[config.mk]
export PLATFORM = sky130hd
export DESIGN_NAME = add_seq_ctrl
export DESIGN_NICKNAME = d
export VERILOG_FILES = /design/src/rtl/add_seq_ctrl.sv
export SDC_FILE = /design/constraint.sdc
export NUM_CORES = 1
export LEC_CHECK = 0
export CAP_MARGIN = 10
export CORE_MARGIN = 10
export CORE_UTILIZATION = 45
export DETAILED_ROUTE_END_ITERATION = 12
export GPL_ROUTABILITY_DRIVEN = 1
export PLACE_DENSITY_LB_ADDON = 0.08
export REMOVE_ABC_BUFFERS = 1
export SYNTH_ARGS = -nofsm -noshare
export SYNTH_HDL_FRONTEND = slang
export SYNTH_SLANG_ARGS = --single-unit
[constraint.sdc]
create_clock -name clk -period 2.6 [get_ports clk]
set_input_delay 0.52 -clock clk [delete_from_list [all_inputs] [get_ports clk]]
set_output_delay 0.52 -clock clk [all_outputs]
set_load 0.02 [all_outputs]
[src/rtl/add_seq_ctrl.sv]
// add_seq_ctrl: wide adder built from one 4-bit slice, one nibble per cycle, LSB first.
// Optional subtract mode when ADD_SEQ_SUB_EN is defined (adds the `sub` input port).
module add_seq_ctrl #(
    parameter int WIDTH = 16
) (
    input  logic             clk,
    input  logic             rst,
    input  logic             in_valid,
    output logic             in_ready,
    input  logic [WIDTH-1:0] a,
    input  logic [WIDTH-1:0] b,
    input  logic             ci,
`ifdef ADD_SEQ_SUB_EN
    input  logic             sub,
`endif
    output logic             out_valid,
    input  logic             out_ready,
    output logic [WIDTH-1:0] s,
    output logic             co,
    output logic             busy
);

    localparam int NIB   = WIDTH / 4;
    localparam int IDX_W = (NIB > 1) ? $clog2(NIB) : 1;
    localparam logic [IDX_W-1:0] LAST_IDX = IDX_W'(NIB - 1);

    typedef enum logic [1:0] {
        IDLE,
        RUN,
        DONE
    } state_t;

    state_t             state;
    state_t             state_next;
    logic [WIDTH-1:0]   a_reg;
    logic [WIDTH-1:0]   b_reg;
    logic [WIDTH-1:0]   work_reg;
    logic [WIDTH-1:0]   work_next;
    logic               carry;
    logic [IDX_W-1:0]   idx;
    logic [IDX_W+1:0]   bit_base;
    logic [3:0]         nib_a;
    logic [3:0]         nib_b;
    logic [4:0]         nib_sum;
    logic [WIDTH-1:0]   b_in;
    logic               carry_in;

`ifdef ADD_SEQ_SUB_EN
    // Two's-complement subtract: a + ~b + 1; co then reads as "no borrow".
    assign b_in     = sub ? ~b : b;
    assign carry_in = sub ? 1'b1 : ci;
`else
    assign b_in     = b;
    assign carry_in = ci;
`endif

    // NOTE: state registers use non-blocking assignments so every flop samples pre-edge values.
    always_ff @(posedge clk) begin
        if (rst) state <= IDLE;
        else     state <= state_next;
    end

    // NOTE: every combinational output gets a default first, so no path can infer a latch.
    always_comb begin
        state_next = state;
        case (state)
            IDLE:    if (in_valid)        state_next = RUN;
            RUN:     if (idx == LAST_IDX) state_next = DONE;
            DONE:    if (out_ready)       state_next = IDLE;
            default:                      state_next = IDLE;
        endcase
    end

    // The single 4-bit slice, fed by the nibble selected by idx.
    always_comb begin
        bit_base  = {idx, 2'b00};
        nib_a     = a_reg[bit_base +: 4];
        nib_b     = b_reg[bit_base +: 4];
        nib_sum   = {1'b0, nib_a} + {1'b0, nib_b} + {4'b0000, carry};
        work_next = work_reg;
        work_next[bit_base +: 4] = nib_sum[3:0];
    end

    always_ff @(posedge clk) begin
        if (rst) begin
            a_reg    <= '0;
            b_reg    <= '0;
            work_reg <= '0;
            carry    <= 1'b0;
            idx      <= '0;
            s        <= '0;
            co       <= 1'b0;
        end else begin
            case (state)
                IDLE: begin
                    if (in_valid) begin
                        a_reg <= a;
                        b_reg <= b_in;
                        carry <= carry_in;
                        idx   <= '0;
                    end
                end
                RUN: begin
                    work_reg <= work_next;
                    carry    <= nib_sum[4];
                    idx      <= idx + IDX_W'(1);
                    // Publish only the complete word so partial sums never reach s.
                    if (idx == LAST_IDX) begin
                        s  <= work_next;
                        co <= nib_sum[4];
                    end
                end
                default: ;
            endcase
        end
    end

    assign in_ready  = (state == IDLE);
    assign out_valid = (state == DONE);
    assign busy      = (state != IDLE);

endmodule

Word-level counts from Yosys, hierarchy flattened
Cells that the tools add are included.
{"block": "totals", "word_cells": 38, "romBits": 0, "output_inout_bits": 20, "mem_count": 0, "in_bits": 37, "ramBits": 0, "latch_bits": 0, "regBits": 70}
{"block": "classes", "bitwise": 0, "n_shift": 4, "n_mux": 9, "div_mod_pow": 0, "add_sub_neg": 4, "multipliers": 0, "n_lt_le_gt_ge": 0, "n_reduce_logical": 7, "eq_ne": 6}
{"op": "$shiftx 16x5->4", "count": 2}
{"op": "$bwmux 16", "count": 1}
{"op": "$shift 4x6->16 const A", "count": 1}
{"op": "$shiftx 4x6->16", "count": 1}
{"op": "$mux 2", "count": 4}
{"op": "$neg 4->6", "count": 1}
{"op": "$pmux 2 s3", "count": 1}
{"op": "$reduce_and 2->1", "count": 3}
{"op": "$add 4x4->5", "count": 1}
{"op": "$add 5x1->5", "count": 1}
{"op": "$eq 2x2->1 const B", "count": 2}
{"op": "$ne 2x2->1 const B", "count": 2}
{"op": "$pmux 2 s2", "count": 1}
{"op": "$reduce_bool 2->1", "count": 2}
{"op": "$reduce_and 3->1", "count": 1}
{"op": "$add 2x1->2 const B", "count": 1}
{"op": "$eq 2x1->1 const B", "count": 1}
{"op": "$logic_not 2->1", "count": 1}
{"op": "$ne 2x1->1 const B", "count": 1}
{"op": "$pmux 1 s2", "count": 1}
{"op": "$mux 1", "count": 1}

Depth between registers and ports, before layout
{"block": "depth", "depth_word": 5, "depth_mapped": 8, "mapped_depth_nobuf": 7}

Worst setup path after synthesis
OpenSTA, ideal clock, no wires.
{"block": "synth_timing", "path_type": "reg-to-reg", "start": "reg idx[0]", "end": "reg work_reg[14]", "n_path_buf": 1, "path_slack_ns": -0.144, "stages_incl_launch_ff": 9, "synth_period_minus_slack_ns": 2.744, "arrival_ns": 2.616, "required_ns": 2.472, "setup_time_ns": 0.128, "path_cell_list": "dfxtp_1 buf_6 mux4_1 fa_1 fa_1 xor2_1 and2_1 a22oi_1 nor2_1"}
{"block": "synth_between", "elab_chain_cells": 5}
{"item": "from (decl)", "line_no": "40", "source": "logic [IDX_W-1:0] idx;"}
{"item": "from (signal assigned)", "line_no": "106", "source": "idx <= idx + IDX_W'(1);"}
{"item": "$shiftx 16x5->4, on equally long branches", "line_no": "77, 78"}
{"item": "$add 4x4->5", "line_no": "79", "source": "nib_sum = {1'b0, nib_a} + {1'b0, nib_b} + {4'b0000, carry};"}
{"item": "$add 5x1->5", "line_no": "79"}
{"item": "$shiftx 4x6->16", "line_no": "81", "source": "work_next[bit_base +: 4] = nib_sum[3:0];"}
{"item": "$bwmux 16 (*)", "line_no": "81"}
{"item": "to (signal assigned)", "line_no": "104", "source": "work_reg <= work_next;"}
{"item": "to (decl)", "line_no": "37", "source": "logic [WIDTH-1:0] work_reg;"}
Mark *: on every way between the ends. The rest lies on a longest branch, timed or not.
A chain may end at the register's enable or synchronous reset.

Worst setup path in the final report
{"block": "layout_timing", "start": "reg idx[0]", "end": "reg work_reg[6]"}
The elaborated chain is that of the path after synthesis.

==> flow_summary.html <==
<table>
<tr><th>Metric</th><th>Value</th></tr>
<tr><th colspan="2">Finish</th></tr>
<tr><td>Cell area after layout</td><td>between 3000 and 4000 µm²</td></tr>
<tr><td>Antenna diode count</td><td>0</td></tr>
<tr><td>Final core occ</td><td>between 50% and 60%</td></tr>
<tr><td>Filler Cell Count</td><td>about 640</td></tr>
<tr><td>Fraction of final layout cells with drive strength greater than 1</td><td>between 10% and 20%</td></tr>
<tr><td>Layout overhead on the synthesized area</td><td>29.8%</td></tr>
<tr><td>Footprint of the flip-flops and latches</td><td>approximately 1400 µm²</td></tr>
<tr><td>Area of the multi-input gates</td><td>1580 µm²</td></tr>
<tr><td>Total number of nets in the final design</td><td>approximately 450</td></tr>
<tr><th colspan="2">Critical path</th></tr>
<tr><td>Most Frequent Cell on Critical Path</td><td>sky130_fd_sc_hd__fa_2</td></tr>
<tr><td>Endpoint class of the critical path</td><td>flop</td></tr>
<tr><td>Arrival @ worst endpoint</td><td>around 2700 ps</td></tr>
<tr><td>Worst reg2reg setup slack</td><td>about 110 ps</td></tr>
<tr><td>Worst R2R Start</td><td>idx[0]</td></tr>
<tr><td>CP startpoint</td><td>idx[0]</td></tr>
<tr><td>Peak fanout along the critical path</td><td>5</td></tr>
<tr><td>Category of the worst setup path launch point</td><td>flop</td></tr>
<tr><td>Cell chain of the critical path</td><td>mux4_2 -&gt; fa_2 -&gt; fa_2 -&gt; xor2_4 -&gt; and2_4 -&gt; a22oi_1 -&gt; nor2_1</td></tr>
<tr><td>End of the worst register-to-register path</td><td>work_reg[6]</td></tr>
<tr><td>Critical Path Slowest Stage Cell</td><td>sky130_fd_sc_hd__mux4_2</td></tr>
<tr><td>Type of the worst setup path</td><td>flop to flop</td></tr>
<tr><td>Slowest Stage Delay on Critical Path</td><td>around 530 ps</td></tr>
<tr><td>Data required time at the worst endpoint</td><td>~2800 ps</td></tr>
<tr><td>Worst-case reg-to-reg path depth</td><td>7</td></tr>
<tr><th colspan="2">STA</th></tr>
<tr><td>Minimum clock period</td><td>around 2500 ps</td></tr>
<tr><td>Total count of hold-check failures in the final report</td><td>0</td></tr>
<tr><td>Max-slew headroom</td><td>between 60 and 70%</td></tr>
<tr><td>Worst hold slack</td><td>between 400 and 500 ps</td></tr>
<tr><td>Worst Tran Pin Value</td><td>about 590 ps</td></tr>
<tr><td>Fraction of the cycle the final worst path needs</td><td>between 90% and 100%</td></tr>
<tr><td>Final number of setup-violating endpoints</td><td>0</td></tr>
<tr><td>Fin Setup TNS</td><td>0 ps</td></tr>
<tr><td>Final Skew</td><td>roughly 10 ps</td></tr>
<tr><td>Final max-slew violation count</td><td>0</td></tr>
<tr><td>Setup repair after global routing missed its margin</td><td>yes</td></tr>
<tr><td>Highest achievable clock rate</td><td>between 0.4 and 0.5 GHz</td></tr>
<tr><th colspan="2">Clock network</th></tr>
<tr><td>Number of buffers inserted during clock tree synthesis</td><td>9</td></tr>
<tr><td>Total number of H-tree levels</td><td>3</td></tr>
<tr><td>CTS tree</td><td>yes</td></tr>
<tr><td>Clk_lat worst skew</td><td>340 ps</td></tr>
<tr><td>Cell at the root of the clock tree</td><td>sky130_fd_sc_hd__clkbuf_8</td></tr>
<tr><td>CTS sink cnt</td><td>70</td></tr>
<tr><td>Clock slew seen by the registers of the worst setup and hold paths</td><td>around 70 ps</td></tr>
<tr><td>Maximum clock path buffer count</td><td>2</td></tr>
<tr><th colspan="2">Hold path</th></tr>
<tr><td>Worst min-delay path endpoint</td><td>b_reg[15]</td></tr>
<tr><td>Hold/Removal Path Class</td><td>flop to flop</td></tr>
<tr><td>Cells on Worst Hold Path</td><td>2</td></tr>
<tr><td>Worst min-delay path startpoint</td><td>b_reg[15]</td></tr>
<tr><th colspan="2">Floorplan</th></tr>
<tr><td>Starting Density</td><td>45.7%</td></tr>
<tr><td>Die area</td><td>10500 µm²</td></tr>
<tr><td>Die X</td><td>around 100 µm</td></tr>
<tr><td>Area inside the core boundary</td><td>between 6000 and 7000 µm²</td></tr>
<tr><td>Number of I/O pins</td><td>57</td></tr>
<tr><td>Number of standard-cell rows in the floorplan</td><td>30</td></tr>
<tr><td>Die height</td><td>103 µm</td></tr>
<tr><th colspan="2">GRT</th></tr>
<tr><td>Tot GR Track Use</td><td>about 15%</td></tr>
<tr><td>Pin count of the biggest net entering global routing</td><td>34</td></tr>
<tr><td>Remaining Overflow, GRT</td><td>0</td></tr>
<tr><td>Vias in the first global route</td><td>around 2600</td></tr>
<tr><td>Global-route wire length before repair</td><td>~12000 µm</td></tr>
<tr><td>Antenna violations before repair</td><td>0</td></tr>
<tr><th colspan="2">Yosys</th></tr>
<tr><td>Sequential-to-total area share from yosys stat</td><td>approximately 46%</td></tr>
<tr><td>Post-synth top area share</td><td>45.7%</td></tr>
<tr><td>Distinct cells, synth</td><td>35</td></tr>
<tr><td>Top cells by area, synth</td><td>sky130_fd_sc_hd__dfxtp_1, sky130_fd_sc_hd__nand2_1, sky130_fd_sc_hd__a21oi_1</td></tr>
<tr><td>Yosys reg bits</td><td>70</td></tr>
<tr><td>Number of warning messages in the yosys log</td><td>0</td></tr>
<tr><td>Share of flip-flops with an asynchronous set or reset after synthesis</td><td>0%</td></tr>
<tr><td>Post-synth top flop</td><td>sky130_fd_sc_hd__dfxtp_1</td></tr>
<tr><td>Post-Synthesis Mean Instance Area</td><td>between 8 and 9 µm²</td></tr>
<tr><td>Library cell occupying the most area in the post-synthesis netlist</td><td>sky130_fd_sc_hd__dfxtp_1</td></tr>
<tr><td>Number of flops mapped to enable cells by yosys</td><td>0</td></tr>
<tr><td>Synth Cell Area</td><td>3070 µm²</td></tr>
<tr><td>Synth Instances</td><td>around 340</td></tr>
<tr><th colspan="2">Routing</th></tr>
<tr><td>Residual DRC count</td><td>0</td></tr>
<tr><td>Via count of the routed design</td><td>~2600</td></tr>
<tr><td>Sum of routed wire length over all layers</td><td>around 7400 µm</td></tr>
<tr><td>Vias per cell</td><td>about 5.4</td></tr>
<tr><td>DR pass1 iterations</td><td>4</td></tr>
<tr><td>Routed length per placed instance</td><td>15.1 µm</td></tr>
<tr><td>Post-DRT Antenna Nets</td><td>0</td></tr>
<tr><td>DR iter-0 viols</td><td>77</td></tr>
<tr><th colspan="2">Power</th></tr>
<tr><td>Worst vdd ir</td><td>roughly 270 µV</td></tr>
<tr><td>Leakage power summed over all cells</td><td>1.50 nW</td></tr>
<tr><td>Power per cell area</td><td>between 500 and 600 nW/µm²</td></tr>
<tr><th colspan="2">Run status</th></tr>
<tr><td>Run status</td><td>finished clean</td></tr>
<tr><th colspan="2">Placed design</th></tr>
<tr><td>Placed standard-cell area</td><td>around 3800 µm²</td></tr>
<tr><td>RePlAce Congestion</td><td>roughly 0.8</td></tr>
<tr><td>Port buffer count</td><td>56</td></tr>
<tr><td>Detailed placer's ending HPWL</td><td>5300 µm</td></tr>
<tr><th colspan="2">Flow run</th></tr>
<tr><td>Number of max-cap violations</td><td>0</td></tr>
</table>
timing repair:
item / in CTS / in global routing
setup buffers: 0 / 0
setup endpoints to repair: 14 / 13
pin swaps: 2 / 2
gates resized for setup: 8 / 5
hold buffers: 0 / 0
layer usage:
metal  GRT usage, %  wire (µm)  share of wire (%)
met5              0          0                  0
met4           8.03        197                2.7
met3           4.09        387                5.2
met2           23.9       3550                 48
met1           16.9       3250                 44
cell usage after synthesis, drive strengths merged, types with 3 or more instances:
| master | number |
|---|---|
| nand2 | 78 |
| a221oi | 12 |
| dfxtp | 70 |
| buf | 6 |
| clkbuf | 18 |
| a211oi | 5 |
| mux4 | 8 |
| a32oi | 12 |
| a22oi | 5 |
| nor2 | 31 |
| inv | 7 |
| nand3b | 4 |
| a21oi | 40 |
| o21ai | 3 |
| ha | 9 |
| nor3 | 14 |
| nand2b | 3 |
power breakdown:
part,switching (W),internal [W],total (W)
combinational,0.000191,0.000168,0.000358
clock,0.000388,0.000368,0.000755
sequential,0.0000232,0.00111,0.00113
total,0.000601,0.00165,0.00225
kinds of logic (layout without fill, tap and decap cells):
group / count (synthesis) / count (layout) / share of synthesized area [%]
flops: 70 / 70 / 45.7
xor+xnor: 1 / 1 / 0.285
mux: 8 / 8 / 6.73
buf+inv: 31 / 99 / 4.16
simple gates: 142 / 142 / 21.3
fa+ha+maj: 11 / 11 / 4.97
compound gates: 79 / 79 / 16.9
worst max-delay path, delay by kind of cell (launching register included):
kind | cells | cell delay [ps]
flops | 1 | 370
compound gates | 1 | 190
xor+xnor | 1 | 230
simple gates | 2 | 250
mux | 1 | 530
fa+ha+maj | 2 | 790
how the worst max path moves through the flow:
stage | endpoint | slack [ps]
CTS | s[3] | 30
global route | s[15] | -10
detailed placement | work_reg[14] | -190
finish | work_reg[6] | 110
floorplan | work_reg[14] | -280
global placement | work_reg[14] | -110
through the flow:
stage / setup slack (ps) / cells / total power, W
after floorplan: -282 / 318 / 0.00133
after global placement: -111 / 474 / 0.00149
after detailed placement: -194 / 474 / 0.00150
after CTS: 25.9 / 490 / 0.00227
after global routing: -10.1 / 490 / 0.00236
final: 112 / 490 / 0.00225
cell type report:
cell class | instances | share of cell area, %
Multi-Input combinational cell | 241 | 39.6
Clock inverter | 4 | 0.565
Tap cell | 80 | 2.51
Sequential cell | 70 | 35.2
Timing Repair Buffer | 76 | 17.8
Inverter | 7 | 0.659
Clock buffer | 12 | 3.64
layout by cell type (no fill, tap or decap), types with 2 or more instances in the layout:
cell                              count
sky130_fd_sc_hd__a211oi_1             5
sky130_fd_sc_hd__a21o_1               2
sky130_fd_sc_hd__a21oi_1             40
sky130_fd_sc_hd__a221oi_1            10
sky130_fd_sc_hd__a221oi_2             2
sky130_fd_sc_hd__a22oi_1              5
sky130_fd_sc_hd__a32oi_1             12
sky130_fd_sc_hd__buf_4               19
sky130_fd_sc_hd__clkbuf_1             2
sky130_fd_sc_hd__clkbuf_8            10
sky130_fd_sc_hd__clkdlybuf4s50_1     55
sky130_fd_sc_hd__clkinv_2             3
sky130_fd_sc_hd__dfxtp_1             69
sky130_fd_sc_hd__fa_2                 2
sky130_fd_sc_hd__ha_1                 9
sky130_fd_sc_hd__inv_1                6
sky130_fd_sc_hd__mux4_1               4
sky130_fd_sc_hd__mux4_2               4
sky130_fd_sc_hd__nand2_1             78
sky130_fd_sc_hd__nand2b_1             3
sky130_fd_sc_hd__nand3b_1             4
sky130_fd_sc_hd__nand4_1              2
sky130_fd_sc_hd__nor2_1              31
sky130_fd_sc_hd__nor3_1              12
sky130_fd_sc_hd__nor3_2               2
sky130_fd_sc_hd__o21ai_0              2
No activity file was read; power rests on OpenSTA's default activity.
